## config.mk

```make
export PLATFORM = sky130hd
export DESIGN_NAME = dac_spi_monitor_flat
export DESIGN_NICKNAME = d
export VERILOG_FILES = /design/src/rtl/dac_spi_monitor_if.sv /design/src/rtl/dac_spi_monitor.sv /design/src/flat_wrapper.sv
export SDC_FILE = /design/constraint.sdc
export NUM_CORES = 1
export LEC_CHECK = 0
export BUFFER_PORTS_ARGS = -buffer_cell sky130_fd_sc_hd__buf_2
export CORE_ASPECT_RATIO = 1.2
export CORE_MARGIN = 2
export CORE_UTILIZATION = 30
export CTS_CLUSTER_DIAMETER = 100
export DETAILED_ROUTE_END_ITERATION = 7
export SYNTH_ARGS = -nofsm -noshare
export SYNTH_HDL_FRONTEND = slang
export SYNTH_SLANG_ARGS = --single-unit
export TNS_END_PERCENT = 50
```

## constraint.sdc

```tcl
create_clock -name clk -period 8.6 [get_ports clk]
set_clock_uncertainty 0.15 [all_clocks]
set_input_delay 2.58 -clock clk [delete_from_list [all_inputs] [get_ports clk]]
set_output_delay 2.58 -clock clk [all_outputs]
set_load 0.1 [all_outputs]
```

## src/rtl/dac_spi_monitor_if.sv

```systemverilog
// Galvo DAC SPI bus plus the decoded position/status outputs of the monitor.
//   master : drives the SPI pins (projector core / bench), observes results
//   slave  : dac_spi_monitor, listens to the pins and drives the results
//   dac_csn/dac_sclk/dac_mosi/dac_latchn : raw DAC bus pins
//   pos_x/pos_y     : latched channel A/B codes
//   pos_valid       : one-cycle pulse on a position update
//   chan_shdn       : latched shutdown state, [0] = A, [1] = B
//   frame_err       : one-cycle pulse on a malformed frame
//   err_count       : saturating frame error count
interface dac_spi_monitor_if;
    localparam int unsigned CODE_W = 12;
    localparam int unsigned ERR_W  = 8;

    logic              dac_csn;
    logic              dac_sclk;
    logic              dac_mosi;
    logic              dac_latchn;
    logic [CODE_W-1:0] pos_x;
    logic [CODE_W-1:0] pos_y;
    logic              pos_valid;
    logic [1:0]        chan_shdn;
    logic              frame_err;
    logic [ERR_W-1:0]  err_count;

    modport master (
        output dac_csn, dac_sclk, dac_mosi, dac_latchn,
        input  pos_x, pos_y, pos_valid, chan_shdn, frame_err, err_count
    );

    modport slave (
        input  dac_csn, dac_sclk, dac_mosi, dac_latchn,
        output pos_x, pos_y, pos_valid, chan_shdn, frame_err, err_count
    );
endinterface

```

## src/rtl/dac_spi_monitor.sv

```systemverilog
// Passive monitor of the dual-channel galvo DAC SPI bus. Deserializes 16-bit
// frames into per-channel input registers and transfers them to the reported
// X/Y position on the falling edge of the latch strobe, like the DAC itself.
//   clk   : system clock
//   reset : asynchronous, active-high
//   bus   : dac_spi_monitor_if.slave (SPI pins in, position/status out)
module dac_spi_monitor #(
    parameter int unsigned WORD_BITS   = 16,
    parameter int unsigned SYNC_STAGES = 2
) (
    input  logic                clk,
    input  logic                reset,
    dac_spi_monitor_if.slave    bus
);
    localparam int unsigned CODE_W   = 12;
    localparam int unsigned CNT_W    = 5;
    localparam int unsigned ERR_W    = 8;
    localparam int unsigned CNT_MAX  = 31;
    localparam int unsigned CHAN_BIT = 15;
    localparam int unsigned SHDN_BIT = 12;

    typedef struct packed {
        logic              shdn_n;
        logic [CODE_W-1:0] code;
    } in_reg_t;

    typedef enum logic [1:0] {WAIT_IDLE, IDLE, SHIFT} state_t;

    // Input synchronizers and previous-value registers for edge detection
    logic [SYNC_STAGES-1:0] csn_sync_q, sclk_sync_q, mosi_sync_q, latchn_sync_q;
    logic csn_prev_q, sclk_prev_q, latchn_prev_q;
    logic csn_s, sclk_s, mosi_s, latchn_s;
    logic csn_rise, csn_fall, sclk_rise, latchn_fall;

    state_t               state_q, state_d;
    logic [WORD_BITS-1:0] shreg_q, shreg_d;
    logic [CNT_W-1:0]     cnt_q, cnt_d;
    in_reg_t              in_a_q, in_a_d, in_b_q, in_b_d;
    logic [CODE_W-1:0]    pos_x_q, pos_x_d, pos_y_q, pos_y_d;
    logic [1:0]           chan_shdn_q, chan_shdn_d;
    logic                 pos_valid_q, pos_valid_d;
    logic                 frame_err_q, frame_err_d;
    logic [ERR_W-1:0]     err_count_q, err_count_d;

    assign csn_s    = csn_sync_q[SYNC_STAGES-1];
    assign sclk_s   = sclk_sync_q[SYNC_STAGES-1];
    assign mosi_s   = mosi_sync_q[SYNC_STAGES-1];
    assign latchn_s = latchn_sync_q[SYNC_STAGES-1];

    assign csn_rise    = csn_s & ~csn_prev_q;
    assign csn_fall    = ~csn_s & csn_prev_q;
    assign sclk_rise   = sclk_s & ~sclk_prev_q;
    assign latchn_fall = ~latchn_s & latchn_prev_q;

    // Synchronizers. csn resets low so a frame already in progress at reset
    // release is not mistaken for an idle bus; latchn resets high so no
    // spurious latch edge appears.
    always_ff @(posedge clk or posedge reset) begin
        if (reset) begin
            csn_sync_q    <= '0;
            sclk_sync_q   <= '0;
            mosi_sync_q   <= '0;
            latchn_sync_q <= '1;
            csn_prev_q    <= 1'b0;
            sclk_prev_q   <= 1'b0;
            latchn_prev_q <= 1'b1;
        end else begin
            csn_sync_q    <= {csn_sync_q[SYNC_STAGES-2:0], bus.dac_csn};
            sclk_sync_q   <= {sclk_sync_q[SYNC_STAGES-2:0], bus.dac_sclk};
            mosi_sync_q   <= {mosi_sync_q[SYNC_STAGES-2:0], bus.dac_mosi};
            latchn_sync_q <= {latchn_sync_q[SYNC_STAGES-2:0], bus.dac_latchn};
            csn_prev_q    <= csn_s;
            sclk_prev_q   <= sclk_s;
            latchn_prev_q <= latchn_s;
        end
    end

    // State and datapath registers
    always_ff @(posedge clk or posedge reset) begin
        if (reset) begin
            state_q     <= WAIT_IDLE;
            shreg_q     <= '0;
            cnt_q       <= '0;
            in_a_q      <= '0;
            in_b_q      <= '0;
            pos_x_q     <= '0;
            pos_y_q     <= '0;
            chan_shdn_q <= 2'b11;
            pos_valid_q <= 1'b0;
            frame_err_q <= 1'b0;
            err_count_q <= '0;
        end else begin
            state_q     <= state_d;
            shreg_q     <= shreg_d;
            cnt_q       <= cnt_d;
            in_a_q      <= in_a_d;
            in_b_q      <= in_b_d;
            pos_x_q     <= pos_x_d;
            pos_y_q     <= pos_y_d;
            chan_shdn_q <= chan_shdn_d;
            pos_valid_q <= pos_valid_d;
            frame_err_q <= frame_err_d;
            err_count_q <= err_count_d;
        end
    end

    // Frame FSM, commit and latch transfer
    always_comb begin
        state_d     = state_q;
        shreg_d     = shreg_q;
        cnt_d       = cnt_q;
        in_a_d      = in_a_q;
        in_b_d      = in_b_q;
        pos_x_d     = pos_x_q;
        pos_y_d     = pos_y_q;
        chan_shdn_d = chan_shdn_q;
        pos_valid_d = 1'b0;
        frame_err_d = 1'b0;
        err_count_d = err_count_q;

        unique case (state_q)
            WAIT_IDLE: begin
                if (csn_s) state_d = IDLE;
            end
            IDLE: begin
                if (csn_fall) begin
                    shreg_d = '0;
                    cnt_d   = '0;
                    state_d = SHIFT;
                end
            end
            SHIFT: begin
                if (sclk_rise) begin
                    shreg_d = {shreg_q[WORD_BITS-2:0], mosi_s};
                    if (cnt_q != CNT_W'(CNT_MAX)) cnt_d = cnt_q + CNT_W'(1);
                end
                if (csn_rise) begin
                    state_d = IDLE;
                    if (cnt_q == CNT_W'(WORD_BITS)) begin
                        if (shreg_q[CHAN_BIT]) begin
                            in_b_d.shdn_n = shreg_q[SHDN_BIT];
                            in_b_d.code   = shreg_q[CODE_W-1:0];
                        end else begin
                            in_a_d.shdn_n = shreg_q[SHDN_BIT];
                            in_a_d.code   = shreg_q[CODE_W-1:0];
                        end
                    end else begin
                        frame_err_d = 1'b1;
                        if (err_count_q != '1) err_count_d = err_count_q + ERR_W'(1);
                    end
                end
            end
            default: state_d = WAIT_IDLE;
        endcase

        // Latch reads the next-state input registers so a commit in the same
        // cycle is forwarded to the outputs.
        if (latchn_fall) begin
            pos_x_d     = in_a_d.code;
            pos_y_d     = in_b_d.code;
            chan_shdn_d = {~in_b_d.shdn_n, ~in_a_d.shdn_n};
            pos_valid_d = 1'b1;
        end
    end

    assign bus.pos_x     = pos_x_q;
    assign bus.pos_y     = pos_y_q;
    assign bus.pos_valid = pos_valid_q;
    assign bus.chan_shdn = chan_shdn_q;
    assign bus.frame_err = frame_err_q;
    assign bus.err_count = err_count_q;
endmodule

```

## src/flat_wrapper.sv

```systemverilog
// flat-port wrapper written by rule: the top's interface ports become plain ports
module dac_spi_monitor_flat 
#(
    parameter int unsigned WORD_BITS   = 16,
    parameter int unsigned SYNC_STAGES = 2
)
  (clk, reset, bus_dac_csn, bus_dac_sclk, bus_dac_mosi, bus_dac_latchn, bus_pos_x, bus_pos_y, bus_pos_valid, bus_chan_shdn, bus_frame_err, bus_err_count);
  dac_spi_monitor_if bus_i ();
  input  logic clk;
  input  logic reset;
  input wire logic [$bits(bus_i.dac_csn)-1:0] bus_dac_csn;
  input wire logic [$bits(bus_i.dac_sclk)-1:0] bus_dac_sclk;
  input wire logic [$bits(bus_i.dac_mosi)-1:0] bus_dac_mosi;
  input wire logic [$bits(bus_i.dac_latchn)-1:0] bus_dac_latchn;
  output wire logic [$bits(bus_i.pos_x)-1:0] bus_pos_x;
  output wire logic [$bits(bus_i.pos_y)-1:0] bus_pos_y;
  output wire logic [$bits(bus_i.pos_valid)-1:0] bus_pos_valid;
  output wire logic [$bits(bus_i.chan_shdn)-1:0] bus_chan_shdn;
  output wire logic [$bits(bus_i.frame_err)-1:0] bus_frame_err;
  output wire logic [$bits(bus_i.err_count)-1:0] bus_err_count;
  assign bus_i.dac_csn = bus_dac_csn;
  assign bus_i.dac_sclk = bus_dac_sclk;
  assign bus_i.dac_mosi = bus_dac_mosi;
  assign bus_i.dac_latchn = bus_dac_latchn;
  assign bus_pos_x = bus_i.pos_x;
  assign bus_pos_y = bus_i.pos_y;
  assign bus_pos_valid = bus_i.pos_valid;
  assign bus_chan_shdn = bus_i.chan_shdn;
  assign bus_frame_err = bus_i.frame_err;
  assign bus_err_count = bus_i.err_count;
  dac_spi_monitor #(.WORD_BITS(WORD_BITS), .SYNC_STAGES(SYNC_STAGES)) u_core (.clk(clk), .reset(reset), .bus(bus_i));
endmodule
```

==> flow_metrics.py <==
metrics = {
    "outcome": {
        "outcome": "complete, no violations",
    },
    "place": {
        "dp_hpwl_um": 4460,
        "placement.setup.worst_slack_ps": 4640,
        "port-buffer-count": 41,
        "routabilityCongestion": 0.745,
    },
    "routing": {
        "drt_iter0_markers": 106,
        "drt_pre_antenna_iters": 4,
        "dr_total_vias": 2271,
        "route.detailed.wl_per_inst_um": 13.4,
        "drt_drc_violations_left": 0,
        "finalWirelength_um": 6690,
        "viasPerCell": 4.54,
        "drt.antenna.violating_nets": 0,
    },
    "setup_path": {
        "path_buf_inv": 1,
        "critPathMaxStageDelay_ps": 530,
        "setup.worst_path.end_class": "output port",
        "critical_path.top_delay_family": "flip-flops",
        "worstSetupStartpointType": "flip-flop",
        "cp.required_ps": 5870,
        "worst-path-max-fanout": 2,
        "arrival_ps": 1290,
        "worstPathCellList": "buf_2",
        "timing.critical_path.slowest_stage_cell": "sky130_fd_sc_hd__dfstp_2",
        "criticalPathCategory": "reg2out",
    },
    "timing": {
        "setup_viol": 0,
        "final_min_period_over_clock_period_pct": 46.8,
        "report.final.slew_viol_count": 0,
        "report.final.hold_viol_count": 0,
        "achievable-frequency_mhz": 249,
        "maxSlewHeadroom_pct": 29.0,
        "worstMarginPinSlew_ps": 1070,
        "finalHoldWorstSlack_ps": 199,
        "rsz0062_at_grt": "false",
        "final.setup.tns_ps": 0,
        "final_critical_path_setup_slack_ps": 4580,
        "fin_crit_ps": 4020,
    },
    "grt": {
        "grt-ovfl-total": 0,
        "vias_in_the_first_global_route": 2314,
        "groute.usage.overall_pct": 10.6,
        "antenna_found_initial": 0,
        "grt_pass1_wl_um": 11500,
        "grt_max_degree": 72,
    },
    "die": {
        "die-area_sq_um": 13900,
        "placement_rows": 45,
        "floorplan.initialDensity_pct": 30.7,
        "die-width_um": 108,
        "die-height_um": 129,
        "coreArea_sq_um": 12700,
        "ios": 42,
    },
    "clock_network": {
        "clock_latency_ps": 340,
        "cts_max_level": 3,
        "cts_tree": "done",
        "post_cts_resize_count": 0,
        "cts.repair_timing.setup_buffer_count": 0,
        "clk_path_buf_depth": 2,
        "hold_bufs_at_cts": 0,
        "numClockSinks": 96,
        "clkTransAtPathRegs_ps": 60,
        "cts_root_buffer_type": "sky130_fd_sc_hd__clkbuf_16",
        "cts-buffers-inserted": 9,
    },
    "yosys": {
        "synth-edff-count": 0,
        "ys_seq_area_share_pct": 62.0,
        "synth-warning-count": 0,
        "syn-cell-area_sq_um": 3890,
        "synth_cell_type_count": 41,
        "postSynthCellCount": 287,
        "synth.avg_cell_area_sq_um": 13.5,
        "syn-num-nets": 302,
        "async_reset_ff_share_pct": 100,
        "synthFlopType": "sky130_fd_sc_hd__dfrtp_1",
        "synth.ff_latch_count": 96,
    },
    "layout": {
        "mostFrequentLayoutCells": "91 x sky130_fd_sc_hd__dfrtp_1, 41 x sky130_fd_sc_hd__buf_2, 40 x sky130_fd_sc_hd__nand2_1",
        "antenna-diode-count": 0,
        "layout.core_utilization_pct": 35.9,
        "layout_commonest_cell": "sky130_fd_sc_hd__dfrtp_1",
        "area.growth.synth_to_final_pct": 17.2,
        "n_fill_cell": 1230,
        "layout-drive-gt1-share_pct": 31.8,
        "final_net_count": 346,
    },
    "pwr": {
        "powerDensity_nw_per_um2": 244,
        "power.leakage_nw": 2.28,
        "vdd_drop_max_uv": 246,
    },
    "flow_run": {
        "max_cap_violations": 0,
    },
    "hold_path": {
        "min-delay-path-class": "reg2reg",
    },
}
[path summary, 6_finish.rpt]
kind                       cells past startpoint                    end  slack (ps)               startpoint
setup reg to reg                               7    u_core.bus.pos_x[3]        5570        u_core.state_q[0]
max in group asynchronous                      3       u_core.in_a_q[3]        5090                    reset
hold reg to reg                                0   u_core.csn_sync_q[1]         200     u_core.csn_sync_q[0]
hold / removal                                 0   u_core.csn_sync_q[1]         200     u_core.csn_sync_q[0]
min in group asynchronous                      2  u_core.mosi_sync_q[0]        2050                    reset
setup / recovery                               1       bus_chan_shdn[1]        4580  u_core.bus.chan_shdn[1]
[per-stage QoR]
step	total power, mW	cells	cell area [sq um]
after floorplan	0.687	287	3890
after global placement	0.721	484	4260
after detailed placement	0.732	484	4260
after CTS	1.13	500	4550
after global routing	1.18	500	4550
final	1.11	500	4550
[metal layers]
metal  GRT usage (%)  vias to the layer above  part of all wire (%)  wire length [um]
met4            4.98                        0                   1.5                99
met1            14.1                     1137                    47              3130
met2            15.8                       42                    47              3170
li1                -                     1086                     -                 -
met3            3.29                        6                   4.3               286
met5               0                        -                     0                 0
[final cells by class]
type / instances / area [sq um] / area share, %
Clock buffer: 12 / 236 / 5.19
Clock inverter: 4 / 53.8 / 1.18
Inverter: 9 / 36.3 / 0.797
Multi-Input combinational cell: 172 / 1390 / 30.6
Sequential cell: 96 / 2410 / 52.9
Tap cell: 164 / 205 / 4.51
Timing Repair Buffer: 43 / 220 / 4.84
[kinds of logic (layout without fill, tap and decap cells)]
family	after synthesis	after routing	share of synthesized area, %
muxes	54	54	17.4
DFF	96	96	62.0
xor gates and xnor gates	5	5	1.13
buffers and inverters	19	68	2.19
adders and majority gates	9	9	2.90
AOI/OAI and AO/OA	35	35	5.31
and+or+nand+nor	69	69	9.11
[registers in the layout, summed over array words and instances (netlist names), 5 cells and up, named ones only]
| name | count |
|---|---|
| u_core.in_a_q | 12 |
| u_core.bus.pos_x | 12 |
| u_core.cnt_q | 5 |
| u_core.bus.err_count | 8 |
| u_core.shreg_q | 16 |
| u_core.in_b_q | 12 |
| u_core.bus.pos_y | 12 |
[cell usage after synthesis, drive strengths merged (4+ instances only)]
cell type  count  area, sq um
inv            8         30.0
nand2         40          150
mux2          54          676
buf            5         32.5
dfstp          5          131
nand2b         4         25.0
o21ai         26          130
nand3          6         42.5
ha             9          113
dfrtp         91         2280
clkbuf         5         18.8
[worst reg2reg max path: stages (launching register included)]
cell and delay [ps]:
sky130_fd_sc_hd__dfrtp_1 420, sky130_fd_sc_hd__inv_1 100, sky130_fd_sc_hd__ha_1 870, sky130_fd_sc_hd__nand3b_1 260
sky130_fd_sc_hd__nor3_2 180, sky130_fd_sc_hd__buf_4 250, sky130_fd_sc_hd__mux2_1 390, sky130_fd_sc_hd__mux2_2 280
[power breakdown]
part / switching (mW) / internal, mW
Clock: 0.162 / 0.227
Combinational: 0.172 / 0.0528
Sequential: 0.0213 / 0.475
Total: 0.356 / 0.754
(Power assumes the default switching activity.)
